$ cat config.mk
export PLATFORM = sky130hd
export DESIGN_NAME = microwave_timer
export DESIGN_NICKNAME = d
export VERILOG_FILES = /design/src/rtl/microwave_timer.sv
export SDC_FILE = /design/constraint.sdc
export NUM_CORES = 1
export LEC_CHECK = 0
export ABC_CLOCK_PERIOD_IN_PS = 2700
export CAP_MARGIN = 20
export CORE_UTILIZATION = 40
export CTS_BUF_LIST = sky130_fd_sc_hd__clkbuf_16
export DETAILED_ROUTE_END_ITERATION = 10
export GPL_ROUTABILITY_DRIVEN = 0
export PLACE_DENSITY = 0.67
export SLEW_MARGIN = 20
export SYNTH_ARGS = -nofsm -noshare
export SYNTH_HDL_FRONTEND = slang
export SYNTH_SLANG_ARGS = --single-unit
$ cat constraint.sdc
create_clock -name clk -period 2.7 [get_ports clk]
set_input_delay 0.405 -clock clk [delete_from_list [all_inputs] [get_ports clk]]
set_output_delay 0.405 -clock clk [all_outputs]
set_load 0.03 [all_outputs]
$ cat src/rtl/microwave_timer.sv
// MM:SS BCD countdown timer for the magnetron control stage with keypad shift-in entry.
// Define MICROWAVE_TIMER_PRESCALE_EN for one decrement per CLK_HZ cycles; otherwise every cooking cycle is a tick.
module microwave_timer #(
  parameter int CLK_HZ = 50_000_000,
  parameter int PRE_W  = 26
) (
  input  logic       clk,
  input  logic       resetn,
  input  logic       clearn,
  input  logic       magnetron_on,
  input  logic       digit_valid,
  input  logic [3:0] digit,
  output logic [3:0] min_tens,
  output logic [3:0] min_units,
  output logic [3:0] sec_tens,
  output logic [3:0] sec_units,
  output logic       zero,
  output logic       timer_done
);

  logic       tick;
  logic       accept;
  logic [3:0] mt_dec, mu_dec, st_dec, su_dec;

  assign zero   = ~|{min_tens, min_units, sec_tens, sec_units};
  assign accept = digit_valid && !magnetron_on && (digit <= 4'd9);

`ifdef MICROWAVE_TIMER_PRESCALE_EN
  localparam logic [PRE_W-1:0] PRE_MAX = PRE_W'(CLK_HZ - 1);
  logic [PRE_W-1:0] pre;

  assign tick = magnetron_on && !zero && (pre == PRE_MAX);

  // A paused partial second is discarded: the prescaler restarts whenever cooking stops.
  always_ff @(posedge clk or negedge resetn) begin
    if (!resetn)                                      pre <= '0;
    else if (!clearn || !magnetron_on || zero || tick) pre <= '0;
    else                                              pre <= pre + 1'b1;
  end
`else
  logic unused_cfg;
  assign unused_cfg = ^{CLK_HZ, PRE_W};
  assign tick       = magnetron_on && !zero;
`endif

  // Borrow chain; sec_tens above 5 (shifted-in 6..9) simply decrements.
  always_comb begin
    su_dec = sec_units - 4'd1;
    st_dec = sec_tens;
    mu_dec = min_units;
    mt_dec = min_tens;
    if (sec_units == 4'd0) begin
      su_dec = 4'd9;
      if (sec_tens == 4'd0) begin
        st_dec = 4'd5;
        if (min_units == 4'd0) begin
          mu_dec = 4'd9;
          mt_dec = min_tens - 4'd1;
        end else begin
          mu_dec = min_units - 4'd1;
        end
      end else begin
        st_dec = sec_tens - 4'd1;
      end
    end
  end

  always_ff @(posedge clk or negedge resetn) begin
    if (!resetn) begin
      min_tens  <= '0;
      min_units <= '0;
      sec_tens  <= '0;
      sec_units <= '0;
    end else if (!clearn) begin
      min_tens  <= '0;
      min_units <= '0;
      sec_tens  <= '0;
      sec_units <= '0;
    end else if (tick) begin
      min_tens  <= mt_dec;
      min_units <= mu_dec;
      sec_tens  <= st_dec;
      sec_units <= su_dec;
    end else if (accept) begin
      min_tens  <= min_units;
      min_units <= sec_tens;
      sec_tens  <= sec_units;
      sec_units <= digit;
    end
  end

  // Done is sampled on the time before the edge, so it lands one edge after the last decrement.
  always_ff @(posedge clk or negedge resetn) begin
    if (!resetn)                   timer_done <= 1'b0;
    else if (!clearn)              timer_done <= 1'b0;
    else if (magnetron_on && zero) timer_done <= 1'b1;
    else if (accept)               timer_done <= 1'b0;
  end

endmodule

# Word level (Yosys, flattened, before mapping)
# Cells that the tools add are included.
[totals]
reg_bits = 17
in_bits = 9
out_inout_bits = 18
elab_cells = 52
[classes]
add_sub_neg = 4
order_cmp = 1
eq_ne = 5
n_mux = 24
reduce_logical = 13
[op_table]
columns = ["op", "count"]
rows = [
  ["4-bit 2-to-1 mux", 21],
  ["16-bit OR reduction", 1],
  ["4-bit by 1-bit subtractor with 4-bit output, second input constant", 4],
  ["4-bit zero test", 3],
  ["3-bit by 2-bit != test with 1-bit output, second input constant", 3],
  ["3-bit by 1-bit != test with 1-bit output, second input constant", 2],
  ["4-bit <= comparator, second input constant", 1],
  ["1-bit logical AND", 4],
  ["4-bit AND reduction", 1],
  ["1-bit 2-to-1 mux", 3],
  ["3-bit AND reduction", 1],
  ["1-bit zero test", 2],
  ["2-bit AND reduction", 1],
]

# Longest topological paths before layout
[logic_depth]
word_depth = 6
depth_mapped = 9
depth_no_buf = 7

# Worst setup path before layout
# OpenSTA, ideal clock, no wires.
[synth_timing]
kind = "register to register"
from = "reg min_tens[0]"
to = "reg min_tens[3]"
setup_time_ps = 120
t_arrival_ps = 2418
t_required_ps = 2580
slack_ps = 163
stages_incl_launch_ff = 9
path_buffers = 1
period_less_slack_ps = 2537
cell_sequence = "dfrtp_1 > inv_1 > ha_1 > or3b_2 > clkbuf_1 > o41a_1 > a32o_1 > and3_1 > a31o_1"
[synth_between]
elab_chain_cells = 6
elab_cells_between_ends = 13
classes_between = "add/sub (1); eq/ne (4); mux (5); reduce/logical (3)"
[synth_rtl]
columns = ["item", "line_no", "source"]
rows = [
  ["start: declaration", "13", "output logic [3:0] min_tens,"],
  ["start signal: assignment", "80", "min_tens <= mt_dec;"],
  ["start signal: assignment", "85", "min_tens <= min_units;"],
  ["4-bit by 1-bit subtractor with 4-bit output", "58", "mt_dec = min_tens - 4'd1;"],
  ["4-bit 2-to-1 mux", "56", "if (min_units == 4'd0) begin"],
  ["4-bit 2-to-1 mux", "54", "if (sec_tens == 4'd0) begin"],
  ["4-bit 2-to-1 mux", "52", "if (sec_units == 4'd0) begin"],
  ["4-bit 2-to-1 mux", "79", "end else if (tick) begin"],
  ["4-bit 2-to-1 mux", "74", "end else if (!clearn) begin"],
]
# Parallel ways exist; a longest one is shown, timed or not. The select of a mux whose other input is x is not followed.
# A chain may end at the register's enable or synchronous reset.

# Worst setup path in the final report
[layout_timing]
from = "reg sec_tens[0]"
to = "out zero"
[layout_between]
elab_chain_cells = 2
[layout_rtl]
columns = ["item", "line_no", "source"]
rows = [
  ["start: declaration", "15", "output logic [3:0] sec_tens,"],
  ["start signal: assignment", "82", "sec_tens <= st_dec;"],
  ["start signal: assignment", "87", "sec_tens <= sec_units;"],
  ["16-bit OR reduction", "25", "assign zero = ~|{min_tens, min_units, sec_tens, sec_units};"],
  ["1-bit zero test", "25", ""],
  ["end: declaration", "17", "output logic zero,"],
]
# No other way between the ends.

==> run summary <==
Clk buf depth = 2
Fraction of layout cells with a size suffix above 1 = 10.8%
Net switching power = 604 µW
Hold Crit Class = reg2reg
Vias per cell = 6.09
DP Worst Slack = 0.226 ns
MaxCap Viol Count = 0
Reg2reg end = sec_tens[2]
1st-pass router iterations = 4
CP Max Fanout = 8
Setup Skew = 0.00282 ns
Area growth syn-to-layout = 34.4%
Filler Cells Inserted = 235
Average cell area after synthesis = 8.13 µm²
Synth cell types = 39
Syn_nets = 149
Power Internal = 810 µW
Final Cycle Share = 95.2%
Clock power share = 20.9%
IO Count = 27
Core region area = 2570 µm²
Worst R2R Setup Slack = 0.26 ns
Ys async rst share = 100%
CP Cell Sequence = or4_1 -> or3_1 -> nor2_1 -> buf_4
Buf/Inv on CP = 1
Inst Count DP = 192
Worst Path Required = 2.30 ns
CTS Buf Count = 3
Hold path depth = 2
CTS tree = built
Antenna Cells = 0
Leak pwr = 0.000632 µW
RSZ-0062 raised after global routing = no
Routed wire length per instance = 15.9 µm
Number of flops mapped to enable cells by yosys = 0
Post-synth top area share = 37.9%
Status = complete, no violations
Die Area = 3020 µm²
DR vias = 1194
Largest cells by area after synthesis = dfrtp_1 38%, o21ai_0 7.1%, a21oi_1 5.8%
Arr. time, crit path = 2.17 ns
Final instance area = 1510 µm²
Rows = 18
Minimum clock period = 2.57 ns
Switching part of the total = 42.7%
TNS Setup = 0 ns
Final WS setup = 0.129 ns
Initial Util = 43.7%
First-pass GRT wire length = 5.22 mm
HPWL after detailed placement = 2.17 mm
CP endpoint kind = primary output
Post-DRT Antenna Nets = 0
Grt total ovfl = 0
Chip height = 55.0 µm
Worst path top cell family by delay = simple AND/OR/NAND/NOR gates
Setup Buffers After CTS = 0
Nets = 178
Clock root cell = clkbuf_16
Slowest stage delay, CP = 0.62 ns
Vias in the first global route = 1120
Final Hold Viols = 0
Clock transition at the registers of the reported paths = 0.05 ns
Finished Layout Cells = 196
Critical path startpoint category = register
Post-synthesis sequential area ratio = 37.9%
Hold_ws = 0.560 ns
Worst vdd ir = 519 µV
Comb pwr share = 50.6%
Die X = 55.0 µm
Max Clock Freq = 0.389 GHz
Ys flop type = dfrtp_1
DR iter-0 viols = 40
Hold Path End = timer_done
Pwr Density = 938 nW/µm²
Worst setup startpoint = sec_tens[0]
Setup violations, final = 0
Clk_lat worst skew = 0.25 ns
Total GRT Usage = 24.3%
Post-Syn Instances = 138
Min-delay src = timer_done
Yosys warning total = 0
Initial antenna violation count = 0
Syn Std Cell Area = 1120 µm²
Most frequent cells after synthesis = 17 x dfrtp_1, 17 x nand2_1, 16 x o21ai_0
Slew HR = 43.4%
Residual DRC = 0
Reg2reg path depth = 8
Worst r2r src = min_tens[0]
CP Class = reg2out
IO buf count = 26
H-Tree Depth = 1
Sink Count = 17
Slew Limit Fails = 0
Pin count of the biggest net entering global routing = 18
Post-place instance area = 1430 µm²
#FFs+latches synth = 17
Slew @ Worst Pin = 0.847 ns
Crit-path slowest cell = or4_1
Sequential share of power = 28.5%
Largest area contributor in the netlist = dfrtp_1
Routed WL = 3.12 mm
==> cell families after synthesis <==
kind of cell	synth area share (%)
compound gates	31.0
fa+ha+maj	2.23
buf+inv	5.57
flops	37.9
mux	0.892
simple gates	22.4
==> repair_timing <==
item / CTS / global route
setup endpoints to repair: 0 / 1
gates resized for setup: 0 / 1
endpoints found under the hold margin: 0 / 0
hold buffers: 0 / 0
==> worst max path at each step <==
stage          depth (start not counted)     endpoint  slack [ns]
6_report                               4         zero        0.13
5_1_grt                                4         zero        0.03
4_1_cts                                4         zero        0.13
3_5_place_dp                           8  sec_tens[2]        0.23
3_3_place_gp                           8  sec_tens[2]        0.29
2_1_floorplan                          8  min_tens[3]        0.16
==> through the flow <==
step / utilization [%] / power, µW
3_5_place_dp: 55.6 / 1110
2_1_floorplan: - / 875
5_1_grt: 58.8 / 1520
3_3_place_gp: 55.6 / 1100
6_report: 58.8 / 1410
4_1_cts: 58.6 / 1410
==> power by group through the flow <==
stage | combinational, µW | sequential [µW] | clock, µW
2_1_floorplan | 375 | 500 | 0
3_3_place_gp | 698 | 407 | 0
3_5_place_dp | 706 | 406 | 0
4_1_cts | 711 | 402 | 299
5_1_grt | 789 | 418 | 309
6_report | 716 | 403 | 295
==> sequential cells by signal, summed over array words and instances, names as in the netlist <==
name	cells
min_tens	4
min_units	4
sec_tens	4
sec_units	4
timer_done	1
==> worst register-to-register path, cell delays in order, from the launching register on <==
cell,delay (ns)
dfrtp_1,0.41
inv_1,0.13
ha_1,0.16
or3b_2,0.52
o41a_1,0.49
buf_4,0.20
a21oi_2,0.19
o21ai_0,0.12
a21oi_1,0.15
==> area by class of cell <==
type	count	area, µm²	area share (%)
Clock inverter	1	3.75	0.249
Inverter	5	18.8	1.24
Timing Repair Buffer	33	310	20.6
Sequential cell	17	425	28.2
Multi-Input combinational cell	107	638	42.3
Clock buffer	3	75.1	4.98
Tap cell	30	37.5	2.49
==> per-layer routing <==
metal  vias up  track usage [%]  routed length (µm)
met2        42             41.4                1490
li1        575                -                   -
met3         5             3.28                 155
met4         0             8.33                  26
met1       572             31.3                1440
met5         -                0                   0
==> cells in the final DEF (no fill, tap or decap), drive strengths merged, types with 2 or more instances in the layout <==
master         Yosys  routed
dfrtp             17      17
o21ai             16      16
o211a              2       2
nor2              13      13
buf                3       8
a31o               2       2
nor3               9       9
nand3              3       3
o211ai             2       2
clkdlybuf4s50      0      25
clkbuf             6       3
a21oi             13      13
inv                5       6
ha                 2       2
a311oi             2       2
nand2             17      17
or4                3       3
o41ai              2       2
a22oi              2       2
and3               4       4
Power figures use the tool's default switching activity.
